===== src/rtl/pwm_pkg.sv =====
// Shared types and helpers for the PWM duty ramp block and its period timer.
package pwm_pkg;

  localparam int DUTY_W = 32;

  typedef enum logic [0:0] {
    ST_IDLE = 1'b0,
    ST_RAMP = 1'b1
  } ramp_state_e;

  function automatic logic [DUTY_W-1:0] clamp_min(
    input logic [DUTY_W-1:0] a,
    input logic [DUTY_W-1:0] b
  );
    return (a < b) ? a : b;
  endfunction

endpackage


===== src/rtl/pwm_duty_ramp_if.sv =====
// Target-duty command handshake between control logic (master) and the ramp block (slave).
interface pwm_duty_ramp_if
  import pwm_pkg::*;
#(
  parameter int W = DUTY_W
);
  logic [W-1:0] cmd_duty;
  logic         cmd_valid;
  logic         cmd_ready;

  modport master (
    output cmd_duty,
    output cmd_valid,
    input  cmd_ready
  );

  modport slave (
    input  cmd_duty,
    input  cmd_valid,
    output cmd_ready
  );
endinterface


===== src/rtl/pwm_period_timer.sv =====
// Free-running period counter; o_tick marks the last cycle of each period (max_duty+1 cycles long).
module pwm_period_timer
  import pwm_pkg::*;
#(
  parameter int W = DUTY_W
) (
  input  logic         clk,
  input  logic         reset,
  input  logic [W-1:0] i_max_duty,
  output logic         o_tick
);

  logic [W-1:0] r_cnt;
  logic         w_wrap;

  // >= rather than == so a shrinking max_duty wraps at once instead of running to overflow
  assign w_wrap = (r_cnt >= i_max_duty);
  assign o_tick = w_wrap;

  // counter: wraps to zero after the boundary cycle
  always_ff @(posedge clk or posedge reset) begin
    if (reset) begin
      r_cnt <= {W{1'b0}};
    end else if (w_wrap) begin
      r_cnt <= {W{1'b0}};
    end else begin
      r_cnt <= r_cnt + {{(W-1){1'b0}}, 1'b1};
    end
  end

endmodule


===== src/rtl/pwm_duty_ramp.sv =====
// Slew-rate limiter ahead of the PWM generator: buffers one target command and walks
// duty_val toward it by at most `step` per PWM period.
module pwm_duty_ramp
  import pwm_pkg::*;
#(
  parameter int DUTY_W = pwm_pkg::DUTY_W
) (
  input  logic              clk,
  input  logic              reset,
  pwm_duty_ramp_if.slave    cmd,
  input  logic [DUTY_W-1:0] max_duty,
  input  logic [DUTY_W-1:0] step,
  output logic [DUTY_W-1:0] duty_val,
  output logic              val_en,
  output logic              at_target,
  output logic              period_tick
);

  logic              w_tick;
  logic              w_accept;
  logic              w_load;
  logic              w_up;
  logic [DUTY_W-1:0] w_new_target;
  logic [DUTY_W-1:0] w_diff;
  logic [DUTY_W-1:0] w_next_duty;

  logic [DUTY_W-1:0] r_duty;
  logic [DUTY_W-1:0] r_target;
  logic [DUTY_W-1:0] r_pend;
  logic              r_pend_valid;
  logic              r_val_en;
  logic              r_period_tick;
  ramp_state_e       r_state;

  pwm_period_timer #(
    .W (DUTY_W)
  ) u_timer (
    .clk        (clk),
    .reset      (reset),
    .i_max_duty (max_duty),
    .o_tick     (w_tick)
  );

  assign w_accept = cmd.cmd_valid && !r_pend_valid;
  assign w_load   = w_tick && r_pend_valid;

  // next-duty arithmetic against the target that becomes active on this tick
  always_comb begin
    w_new_target = r_target;
    w_up         = 1'b0;
    w_diff       = {DUTY_W{1'b0}};
    w_next_duty  = r_duty;
    if (w_load) begin
      w_new_target = r_pend;
    end else begin
      w_new_target = r_target;
    end
    // compare first so the subtraction never underflows
    if (w_new_target >= r_duty) begin
      w_up   = 1'b1;
      w_diff = w_new_target - r_duty;
    end else begin
      w_up   = 1'b0;
      w_diff = r_duty - w_new_target;
    end
    if ((step == {DUTY_W{1'b0}}) || (w_diff <= step)) begin
      w_next_duty = w_new_target;
    end else if (w_up) begin
      w_next_duty = r_duty + step;
    end else begin
      w_next_duty = r_duty - step;
    end
  end

  // command buffer, active target, ramp FSM and output strobes
  always_ff @(posedge clk or posedge reset) begin
    if (reset) begin
      r_duty        <= {DUTY_W{1'b0}};
      r_target      <= {DUTY_W{1'b0}};
      r_pend        <= {DUTY_W{1'b0}};
      r_pend_valid  <= 1'b0;
      r_val_en      <= 1'b0;
      r_period_tick <= 1'b0;
      r_state       <= ST_IDLE;
    end else begin
      r_period_tick <= w_tick;

      // a full buffer holds cmd_ready low, so load and accept never collide
      if (w_load) begin
        r_target     <= r_pend;
        r_pend_valid <= 1'b0;
      end else if (w_accept) begin
        r_pend       <= clamp_min(cmd.cmd_duty, max_duty);
        r_pend_valid <= 1'b1;
      end

      if (w_tick) begin
        r_duty   <= w_next_duty;
        r_val_en <= (w_next_duty != r_duty);
        case (r_state)
          ST_IDLE: begin
            if ((w_new_target != r_duty) && (w_next_duty != w_new_target)) begin
              r_state <= ST_RAMP;
            end
          end
          ST_RAMP: begin
            if (w_next_duty == w_new_target) begin
              r_state <= ST_IDLE;
            end
          end
          default: r_state <= ST_IDLE;
        endcase
      end else begin
        r_val_en <= 1'b0;
      end
    end
  end

  assign cmd.cmd_ready = !r_pend_valid;
  assign duty_val      = r_duty;
  assign val_en        = r_val_en;
  assign period_tick   = r_period_tick;
  assign at_target     = (r_state == ST_IDLE) && !r_pend_valid;

endmodule


===== src/flat_wrapper.sv =====
// flat-port wrapper written by rule: the top's interface ports become plain ports
module pwm_duty_ramp_flat import pwm_pkg::*;
#(
  parameter int DUTY_W = pwm_pkg::DUTY_W
)
  (clk, reset, max_duty, step, duty_val, val_en, at_target, period_tick, cmd_cmd_duty, cmd_cmd_valid, cmd_cmd_ready);
  pwm_duty_ramp_if cmd_i ();
  input  logic clk;
  input  logic reset;
  input  logic [DUTY_W-1:0] max_duty;
  input  logic [DUTY_W-1:0] step;
  output logic [DUTY_W-1:0] duty_val;
  output logic val_en;
  output logic at_target;
  output logic period_tick;
  input wire logic [$bits(cmd_i.cmd_duty)-1:0] cmd_cmd_duty;
  input wire logic [$bits(cmd_i.cmd_valid)-1:0] cmd_cmd_valid;
  output wire logic [$bits(cmd_i.cmd_ready)-1:0] cmd_cmd_ready;
  assign cmd_i.cmd_duty = cmd_cmd_duty;
  assign cmd_i.cmd_valid = cmd_cmd_valid;
  assign cmd_cmd_ready = cmd_i.cmd_ready;
  pwm_duty_ramp #(.DUTY_W(DUTY_W)) u_core (.clk(clk), .reset(reset), .cmd(cmd_i), .max_duty(max_duty), .step(step), .duty_val(duty_val), .val_en(val_en), .at_target(at_target), .period_tick(period_tick));
endmodule

===== config.mk =====
export PLATFORM = sky130hd
export DESIGN_NAME = pwm_duty_ramp_flat
export DESIGN_NICKNAME = d
export VERILOG_FILES = /design/src/rtl/pwm_pkg.sv /design/src/rtl/pwm_duty_ramp_if.sv /design/src/rtl/pwm_period_timer.sv /design/src/rtl/pwm_duty_ramp.sv /design/src/flat_wrapper.sv
export SDC_FILE = /design/constraint.sdc
export NUM_CORES = 1
export LEC_CHECK = 0
export ABC_AREA = 0
export BUFFER_PORTS_ARGS = -buffer_cell sky130_fd_sc_hd__buf_4
export CELL_PAD_IN_SITES_DETAIL_PLACEMENT = 1
export CELL_PAD_IN_SITES_GLOBAL_PLACEMENT = 2
export CORE_MARGIN = 3
export CORE_UTILIZATION = 37
export CTS_CLUSTER_DIAMETER = 100
export DETAILED_ROUTE_END_ITERATION = 16
export PLACE_DENSITY_LB_ADDON = 0.25
export SLEW_MARGIN = 10
export SYNTH_ARGS = -nofsm -noshare
export SYNTH_HDL_FRONTEND = slang
export SYNTH_SLANG_ARGS = --single-unit

===== constraint.sdc =====
create_clock -name clk -period 11.45 [get_ports clk]
set_clock_uncertainty 0.2 [all_clocks]
set_input_delay 1.145 -clock clk [delete_from_list [all_inputs] [get_ports clk]]
set_output_delay 1.145 -clock clk [all_outputs]
set_load 0.02 [all_outputs]

==> results.sh, run 1 <==
export IMPL_status="finished clean"
export IMPL_die_w_um=210
export IMPL_period_share_pct=94.2
export IMPL_synth_compound_area_share_pct=25.6
export IMPL_clockBufferDepth=2
export IMPL_slew_limit_headroom_pct=25.3
export IMPL_layout_nets=2317
export IMPL_vias=14900
export IMPL_fin_area_um2=17700
export IMPL_final_common_cell="ha_1"
export IMPL_netlist_area_um2=15300
export IMPL_antenna_found_initial=1
export IMPL_crit_fanout=31
export IMPL_cp_start_kind="input pin"
export IMPL_cts_buffers_inserted=17
export IMPL_crit_path_end_kind="register"
export IMPL_cts_hold_buffers=0
export IMPL_dp_cells=2530
export IMPL_coreArea_um2=40300
export IMPL_setup_viol=0
export IMPL_fill_cells=4893
export IMPL_report_final_slew_viol_count=0
export IMPL_layout_cells_non_filler=2562
export IMPL_cts_tree="yes"
export IMPL_wl_mm=59.7
export IMPL_critical_path_required_ps=11550
export IMPL_drive_gt1_share_pct=14.3
export IMPL_path_clk_slew_ps=60
export IMPL_ys_ff_latch=132
export IMPL_yosys_warnings=0
export IMPL_max_freq_ghz=0.0927
export IMPL_synth_edf_count=0
export IMPL_syn_avg_cell_area_um2=8.03
export IMPL_die_area_um2=43900
export IMPL_diodes=0
export IMPL_drc=0
export IMPL_synth_top_flop_cell="dfrtp_1"
export IMPL_grt_remaining_overflow=0
export IMPL_clockRootBuffer="clkbuf_16"
export IMPL_grt_usage_pct=26.8
export IMPL_first_pass_iters=5
export IMPL_post_cts_buffers=0
export IMPL_syn_nets=2202
export IMPL_max_stage_delay_ps=730
export IMPL_setup_tns_ps=0
export IMPL_num_rows=73
export IMPL_synth_xor_area_share_pct=8.66
export IMPL_hold_class="register to register"
export IMPL_cts_sinks=132
export IMPL_wl_per_cell_um=23.3
export IMPL_drv_cap=0
export IMPL_insertion_delay_ps=440
export IMPL_hold_violations=0
export IMPL_layout_common_cells="ha_1 (191), buf_4 (181), a21oi_1 (174)"
export IMPL_placed_area_um2=17000
export IMPL_die_y_um=210
export IMPL_num_io_pins=135
export IMPL_cp_common_cell="buf_4"
export IMPL_grt_pass1_wl_mm=91.4
export IMPL_cts_max_level=4
export IMPL_dp_hpwl_mm=49.4
export IMPL_rsz0062_at_grt="false"
export IMPL_fin_crit_ps=10780
export IMPL_start_util_pct=38.0
export IMPL_cts_resized=0
export IMPL_gp_congestion=0.951
export IMPL_synthDistinctLibCells=88
export IMPL_synth_mux_area_share_pct=3.06
export IMPL_max_slew_worst_pin_slew_ps=1120
export IMPL_drtAntennaViolNets=0
export IMPL_synthSimpleGateAreaFrac_pct=18.6
export IMPL_area_delta_synth_final_pct=15.2
export IMPL_worst_path_max_delay_cell="o21ai_2"
export IMPL_syn_inst=1909
export IMPL_grt_max_degree=71
export IMPL_cp_data_arrival_time_ps=10880
export IMPL_synth_fa_ha_area_share_pct=16.0
export IMPL_seq_area_frac_synth_pct=21.6
export IMPL_avgViaCountPerCell=5.83
export IMPL_portBuffers=134
export IMPL_drtIter0Drc=906
export IMPL_path_class="input pin to register"
export IMPL_first_global_vias=15400
export IMPL_synth_top_family_by_area="compound AO/OA/AOI/OAI gates"
export IMPL_synthArstFlopShare_pct=100
==> worst paths after layout <==
kind                                                 to                     start  cells after the start  slack (ps)
worst min register to register      u_core.r_target[21]       u_core.r_target[21]                      2         320
worst max register to register            u_core.val_en  u_core.u_timer.r_cnt[29]                     35        1120
worst max-delay path                      u_core.val_en              max_duty[29]                     37         670
min in group asynchronous       u_core.u_timer.r_cnt[0]                     reset                      2         600
max in group asynchronous           u_core.r_target[27]                     reset                      3        9050
worst min-delay path                u_core.r_target[21]       u_core.r_target[21]                      2         320
==> kinds of logic (layout without fill, tap and decap cells) <==
kind of cell | count (synthesis) | in the layout
XOR/XNOR | 150 | 150
adder cells (fa/ha/maj) | 194 | 194
multiplexers | 40 | 40
AO/OA/AOI/OAI | 585 | 585
AND/OR/NAND/NOR | 564 | 564
flip-flops | 132 | 132
buffers and inverters | 244 | 372
==> area by class of cell <==
class	count	area, µm²	area share, %
Timing Repair Buffer	183	1400	7.92
Multi-Input combinational cell	1533	11100	62.6
Clock buffer	21	470	2.66
Inverter	157	594	3.37
Tap cell	525	657	3.72
Clock inverter	11	173	0.978
Sequential cell	132	3300	18.7
==> worst max-delay path, delay by kind of cell <==
| kind | cells | cell delay, ps |
|---|---|---|
| muxes | 2 | 640 |
| xor gates and xnor gates | 1 | 160 |
| buffers and inverters | 7 | 1150 |
| and+or+nand+nor | 11 | 2790 |
| AOI/OAI and AO/OA | 13 | 3990 |
| adders and majority gates | 3 | 1000 |
==> sequential cells by signal (all words and copies together), names as in the netlist <==
name and flops:
u_core.val_en 1, u_core.r_pend 32, u_core.r_state 1, u_core.period_tick 1, u_core.u_timer.r_cnt 32, u_core.r_pend_valid 1, u_core.r_target 32, u_core.duty_val 32
==> layer usage <==
metal,global-route usage [%],vias up,routed length (µm)
met3,3.93,67,3050
met2,42.3,349,26400
met5,0,-,13
met4,7.69,2,1540
li1,-,7140,-
met1,38.2,7371,28800
==> per-stage QoR <==
step,setup WS [ps],hold WS [ps],util (%)
6_report,667,325,43.8
5_1_grt,3.08,357,43.8
4_1_cts,651,335,43.8
3_5_place_dp,198,322,42.2
3_3_place_gp,537,304,42.2
2_1_floorplan,2380,267,-
==> cells in the mapped netlist (all sizes together), types with 6 or more instances <==
| cell type | instances | area, µm² |
|---|---|---|
| o22ai | 8 | 50.1 |
| xor2 | 42 | 368 |
| buf | 33 | 211 |
| a2111oi | 12 | 124 |
| or3 | 12 | 75.1 |
| nand3 | 51 | 255 |
| dfrtp | 132 | 3300 |
| o21a | 9 | 76.3 |
| mux2 | 6 | 67.6 |
| a21o | 49 | 368 |
| nor2b | 27 | 169 |
| nand4 | 40 | 250 |
| ha | 191 | 2390 |
| o31ai | 13 | 103 |
| and2 | 11 | 68.8 |
| and4 | 6 | 52.6 |
| a211o | 9 | 78.8 |
| nor4 | 17 | 113 |
| or2 | 9 | 56.3 |
| or4 | 6 | 52.6 |
| inv | 157 | 589 |
| a221oi | 7 | 67.6 |
| nor2 | 134 | 505 |
| o211ai | 26 | 195 |
| nand2b | 50 | 313 |
| a21boi | 9 | 67.6 |
| a211oi | 36 | 270 |
| o211a | 10 | 100 |
| o21bai | 14 | 105 |
| nor3 | 32 | 160 |
| o221a | 34 | 383 |
| mux2i | 34 | 402 |
| nand2 | 128 | 480 |
| clkbuf | 54 | 203 |
| a31oi | 19 | 125 |
| a21oi | 177 | 893 |
| o21ai | 117 | 589 |
| xnor2 | 107 | 937 |
| and3 | 30 | 188 |
Power of run 1 is left out: the tool's default activity adds up to more than one toggle a clock period on the data nets, which glitch-free logic cannot reach.
==> run 2: changes to the inputs <==
CELL_PAD_IN_SITES_GLOBAL_PLACEMENT = 1   (was 2)
CORE_UTILIZATION = 47   (was 37)
==> results.sh, run 2 (synthesized netlist as in run 1, its figures left out) <==
export IMPL_coreArea_um2=31900
export IMPL_cts_max_level=4
export IMPL_layout_common_cells="ha_1 (191), buf_4 (182), a21oi_1 (174)"
export IMPL_fill_cells=3943
export IMPL_wl_mm=59.4
export IMPL_avgViaCountPerCell=6.32
export IMPL_gp_congestion=0.984
export IMPL_cp_data_arrival_time_ps=10780
export IMPL_slew_limit_headroom_pct=15.0
export IMPL_start_util_pct=48.1
export IMPL_path_clk_slew_ps=60
export IMPL_num_io_pins=135
export IMPL_rsz0062_at_grt="false"
export IMPL_first_global_vias=16300
export IMPL_die_w_um=187
export IMPL_min_path_cells=1
export IMPL_crit_path_end_kind="register"
export IMPL_portBuffers=134
export IMPL_holdWs_ps=316
export IMPL_critical_path_required_ps=11550
export IMPL_setup_tns_ps=0
export IMPL_clockRootBuffer="clkbuf_16"
export IMPL_drtIter0Drc=1227
export IMPL_report_final_slew_viol_count=0
export IMPL_max_stage_delay_ps=610
export IMPL_cts_sinks=132
export IMPL_worst_r2r_cell_count=34
export IMPL_period_share_pct=93.2
export IMPL_grt_max_degree=68
export IMPL_clockBufferDepth=2
export IMPL_cts_buffers_inserted=17
export IMPL_path_class="input pin to register"
export IMPL_status="finished clean"
export IMPL_hold_class="register to register"
export IMPL_diodes=0
export IMPL_setup_viol=0
export IMPL_cts_tree="yes"
export IMPL_hold_violations=0
export IMPL_drv_cap=0
export IMPL_place_ws_ps=66.8
export IMPL_setup_ws_ps=777
export IMPL_die_y_um=187
export IMPL_layout_nets=2318
export IMPL_drc=0
export IMPL_grt_pass1_wl_mm=92.6
export IMPL_max_slew_worst_pin_slew_ps=1260
export IMPL_drive_gt1_share_pct=14.2
export IMPL_wl_per_cell_um=24.0
export IMPL_grt_remaining_overflow=0
export IMPL_cp_start_kind="input pin"
export IMPL_rr_startpoint="u_core.u_timer.r_cnt[9]"
export IMPL_num_rows=65
export IMPL_first_pass_iters=5
export IMPL_fin_crit_ps=10670
export IMPL_grt_usage_pct=33.4
export IMPL_crit_fanout=42
export IMPL_vias=15600
export IMPL_final_common_cell="ha_1"
export IMPL_hold_start="u_core.u_timer.r_cnt[0]"
export IMPL_dp_hpwl_mm=47.6
export IMPL_insertion_delay_ps=440
export IMPL_area_delta_synth_final_pct=14.2
export IMPL_antenna_found_initial=0
export IMPL_critPathLaunch="max_duty[9]"
export IMPL_worst_path_max_delay_cell="a2111oi_0"
export IMPL_drtAntennaViolNets=0
export IMPL_max_freq_ghz=0.0937
export IMPL_die_area_um2=34800
==> run 2: changes by cell type in the layout (fill, tap and decap cells not counted), sizes merged <==
cell / previous run / this run
clkinvlp: 1 / 2
clkbuf: 21 / 22
bufinv: 4 / 2
buf: 183 / 184
clkinv: 4 / 5
inv: 159 / 157
==> run 2: timing repair <==
item | in CTS | in global routing
hold buffers | 0 | 0
gates resized for setup | 0 | 1
setup endpoints to repair | 0 | 1
setup buffers | 0 | 10
==> run 2: cell type report <==
| type | instances | area, µm² | share of cell area (%) |
|---|---|---|---|
| Multi-Input combinational cell | 1533 | 11100 | 63.3 |
| Sequential cell | 132 | 3300 | 18.9 |
| Timing Repair Buffer | 184 | 1410 | 8.04 |
| Inverter | 157 | 594 | 3.40 |
| Tap cell | 435 | 544 | 3.11 |
| Clock buffer | 22 | 474 | 2.71 |
| Clock inverter | 9 | 104 | 0.593 |
==> run 2: worst max-delay path, delay by kind of cell <==
family / cells / cell delay [ps]
compound gates: 18 / 5930
simple gates: 8 / 1340
fa+ha+maj: 3 / 1040
buf+inv: 6 / 1020
xor+xnor: 1 / 250
==> run 2: worst paths after layout <==
kind,end,slack [ps]
max in group asynchronous,u_core.r_pend[16],9050
hold reg to reg,u_core.u_timer.r_cnt[0],320
hold / removal,u_core.u_timer.r_cnt[0],320
setup / recovery,u_core.val_en,780
setup reg to reg,u_core.val_en,1270
min in group asynchronous,u_core.u_timer.r_cnt[0],600
==> run 2: per-layer routing <==
metal  vias to the layer above  track usage, %  share of wire (%)
li1                       7152               -                  -
met1                      7757            45.9                 44
met2                       605            54.4                 46
met3                       118            4.53                7.0
met4                         0            11.0                3.3
met5                         -               0                  0
==> run 2: stage by stage <==
step | instance area, µm² | std cells | utilization, %
final | 17500 | 2472 | 54.9
after CTS | 17400 | 2462 | 54.6
after global routing | 17500 | 2472 | 54.9
after detailed placement | 16800 | 2431 | 52.8
after floorplan | 15300 | 1909 | -
after global placement | 16800 | 2431 | 52.8
Power of run 2 is left out for the same reason.
==> run 3: changes to the inputs <==
clock period = 10 ns   (was 11.45 ns; I/O delays follow)
==> results.sh, run 3 (synthesized netlist as in run 1, its figures left out) <==
export IMPL_worst_r2r_cell_count=35
export IMPL_report_final_slew_viol_count=0
export IMPL_drtAntennaViolNets=0
export IMPL_max_stage_delay_ps=580
export IMPL_path_clk_slew_ps=70
export IMPL_crit_fanout=32
export IMPL_clockBufferDepth=2
export IMPL_cp_data_arrival_time_ps=9780
export IMPL_worst_path_max_delay_cell="or4_1"
export IMPL_cts_tree="yes"
export IMPL_slew_limit_headroom_pct=37.7
export IMPL_crit_cells=37
export IMPL_drive_gt1_share_pct=16.3
export IMPL_hold_class="register to register"
export IMPL_met2_length_mm=28.2
export IMPL_vias=15700
export IMPL_coreArea_um2=31900
export IMPL_layout_cells_non_filler=2515
export IMPL_min_path_cells=1
export IMPL_num_rows=65
export IMPL_first_pass_iters=5
export IMPL_setup_viol=0
export IMPL_area_delta_synth_final_pct=17.0
export IMPL_start_util_pct=48.1
export IMPL_reg2reg_to="u_core.val_en"
export IMPL_cts_sinks=132
export IMPL_critPathBufInv=7
export IMPL_die_area_um2=34800
export IMPL_fin_crit_ps=9660
export IMPL_die_y_um=187
export IMPL_antenna_found_initial=0
export IMPL_period_share_pct=96.6
export IMPL_portBuffers=134
export IMPL_dr_wl_met3_mm=3.67
export IMPL_grt_remaining_overflow=0
export IMPL_critical_path_required_ps=10120
export IMPL_hold_end="u_core.u_timer.r_cnt[0]"
export IMPL_cts_max_level=4
export IMPL_cts_buffers_inserted=17
export IMPL_drtIter0Drc=1277
export IMPL_dp_cells=2476
export IMPL_insertion_delay_ps=450
export IMPL_layout_common_cells="buf_4 (223), ha_1 (190), a21oi_1 (172)"
export IMPL_drc=0
export IMPL_grt_usage_pct=34.5
export IMPL_fill_cells=3895
export IMPL_max_slew_worst_pin_slew_ps=925
export IMPL_hold_violations=0
export IMPL_drt_met1_wl_mm=28.1
export IMPL_grt_max_degree=75
export IMPL_crit_path_end_kind="register"
export IMPL_path_class="input pin to register"
export IMPL_cp_start_kind="input pin"
export IMPL_wl_mm=61.7
export IMPL_holdWs_ps=329
export IMPL_dp_hpwl_mm=48.7
export IMPL_status="finished clean"
export IMPL_gp_congestion=0.993
export IMPL_first_global_vias=16100
export IMPL_layout_nets=2360
export IMPL_max_freq_ghz=0.104
export IMPL_hold_start="u_core.u_timer.r_cnt[0]"
export IMPL_drv_cap=0
export IMPL_dr_max_layer_used="met4"
export IMPL_setup_tns_ps=0
export IMPL_regArea_um2=3300
export IMPL_die_w_um=187
export IMPL_diodes=0
export IMPL_num_io_pins=135
export IMPL_rr_startpoint="u_core.u_timer.r_cnt[27]"
export IMPL_multi_input_area_um2=11100
export IMPL_wl_per_cell_um=24.5
export IMPL_clockRootBuffer="clkbuf_16"
export IMPL_grt_pass1_wl_mm=95.2
export IMPL_path_delay_family="compound AO/OA/AOI/OAI gates"
export IMPL_rrSetupSlack_ps=620
export IMPL_final_common_cell="buf_4"
export IMPL_avgViaCountPerCell=6.24
==> run 3: how the worst max path moves through the flow <==
stage	startpoint	endpoint	slack, ps
finish	max_duty[27]	u_core.val_en	340
global route	max_duty[27]	u_core.val_en	-40
CTS	max_duty[9]	u_core.val_en	300
detailed placement	max_duty[9]	u_core.val_en	50
global placement	max_duty[29]	u_core.val_en	160
floorplan	max_duty[29]	u_core.val_en	1080
==> run 3: stage by stage <==
stage / setup slack (ps) / util [%] / cell area [µm²]
6_report: 339 / 56.2 / 17900
3_5_place_dp: 46.2 / 53.9 / 17200
5_1_grt: -43.6 / 56.2 / 17900
2_1_floorplan: 1080 / - / 15300
3_3_place_gp: 162 / 53.9 / 17200
4_1_cts: 299 / 55.9 / 17800
==> run 3: per-layer routing <==
layer  global-route usage [%]  vias to the layer above
li1                         -                     7230
met1                     48.6                     7796
met2                     56.1                      563
met3                     4.40                       93
met4                     9.54                        0
met5                        0                        -
==> run 3: area by class of cell <==
cell class	instances	share of cell area, %
Multi-Input combinational cell	1533	61.9
Clock buffer	20	2.49
Sequential cell	132	18.4
Inverter	157	3.32
Clock inverter	12	1.13
Tap cell	435	3.04
Timing Repair Buffer	226	9.68
==> run 3: repair_timing <==
action                                  4_1_cts  5_1_grt
hold buffers                                  0        0
gates resized for setup                       0        6
endpoints found under the hold margin         0        0
setup buffers                                 0        7
endpoints found under the setup margin        0        1
Power of run 3 is left out for the same reason.
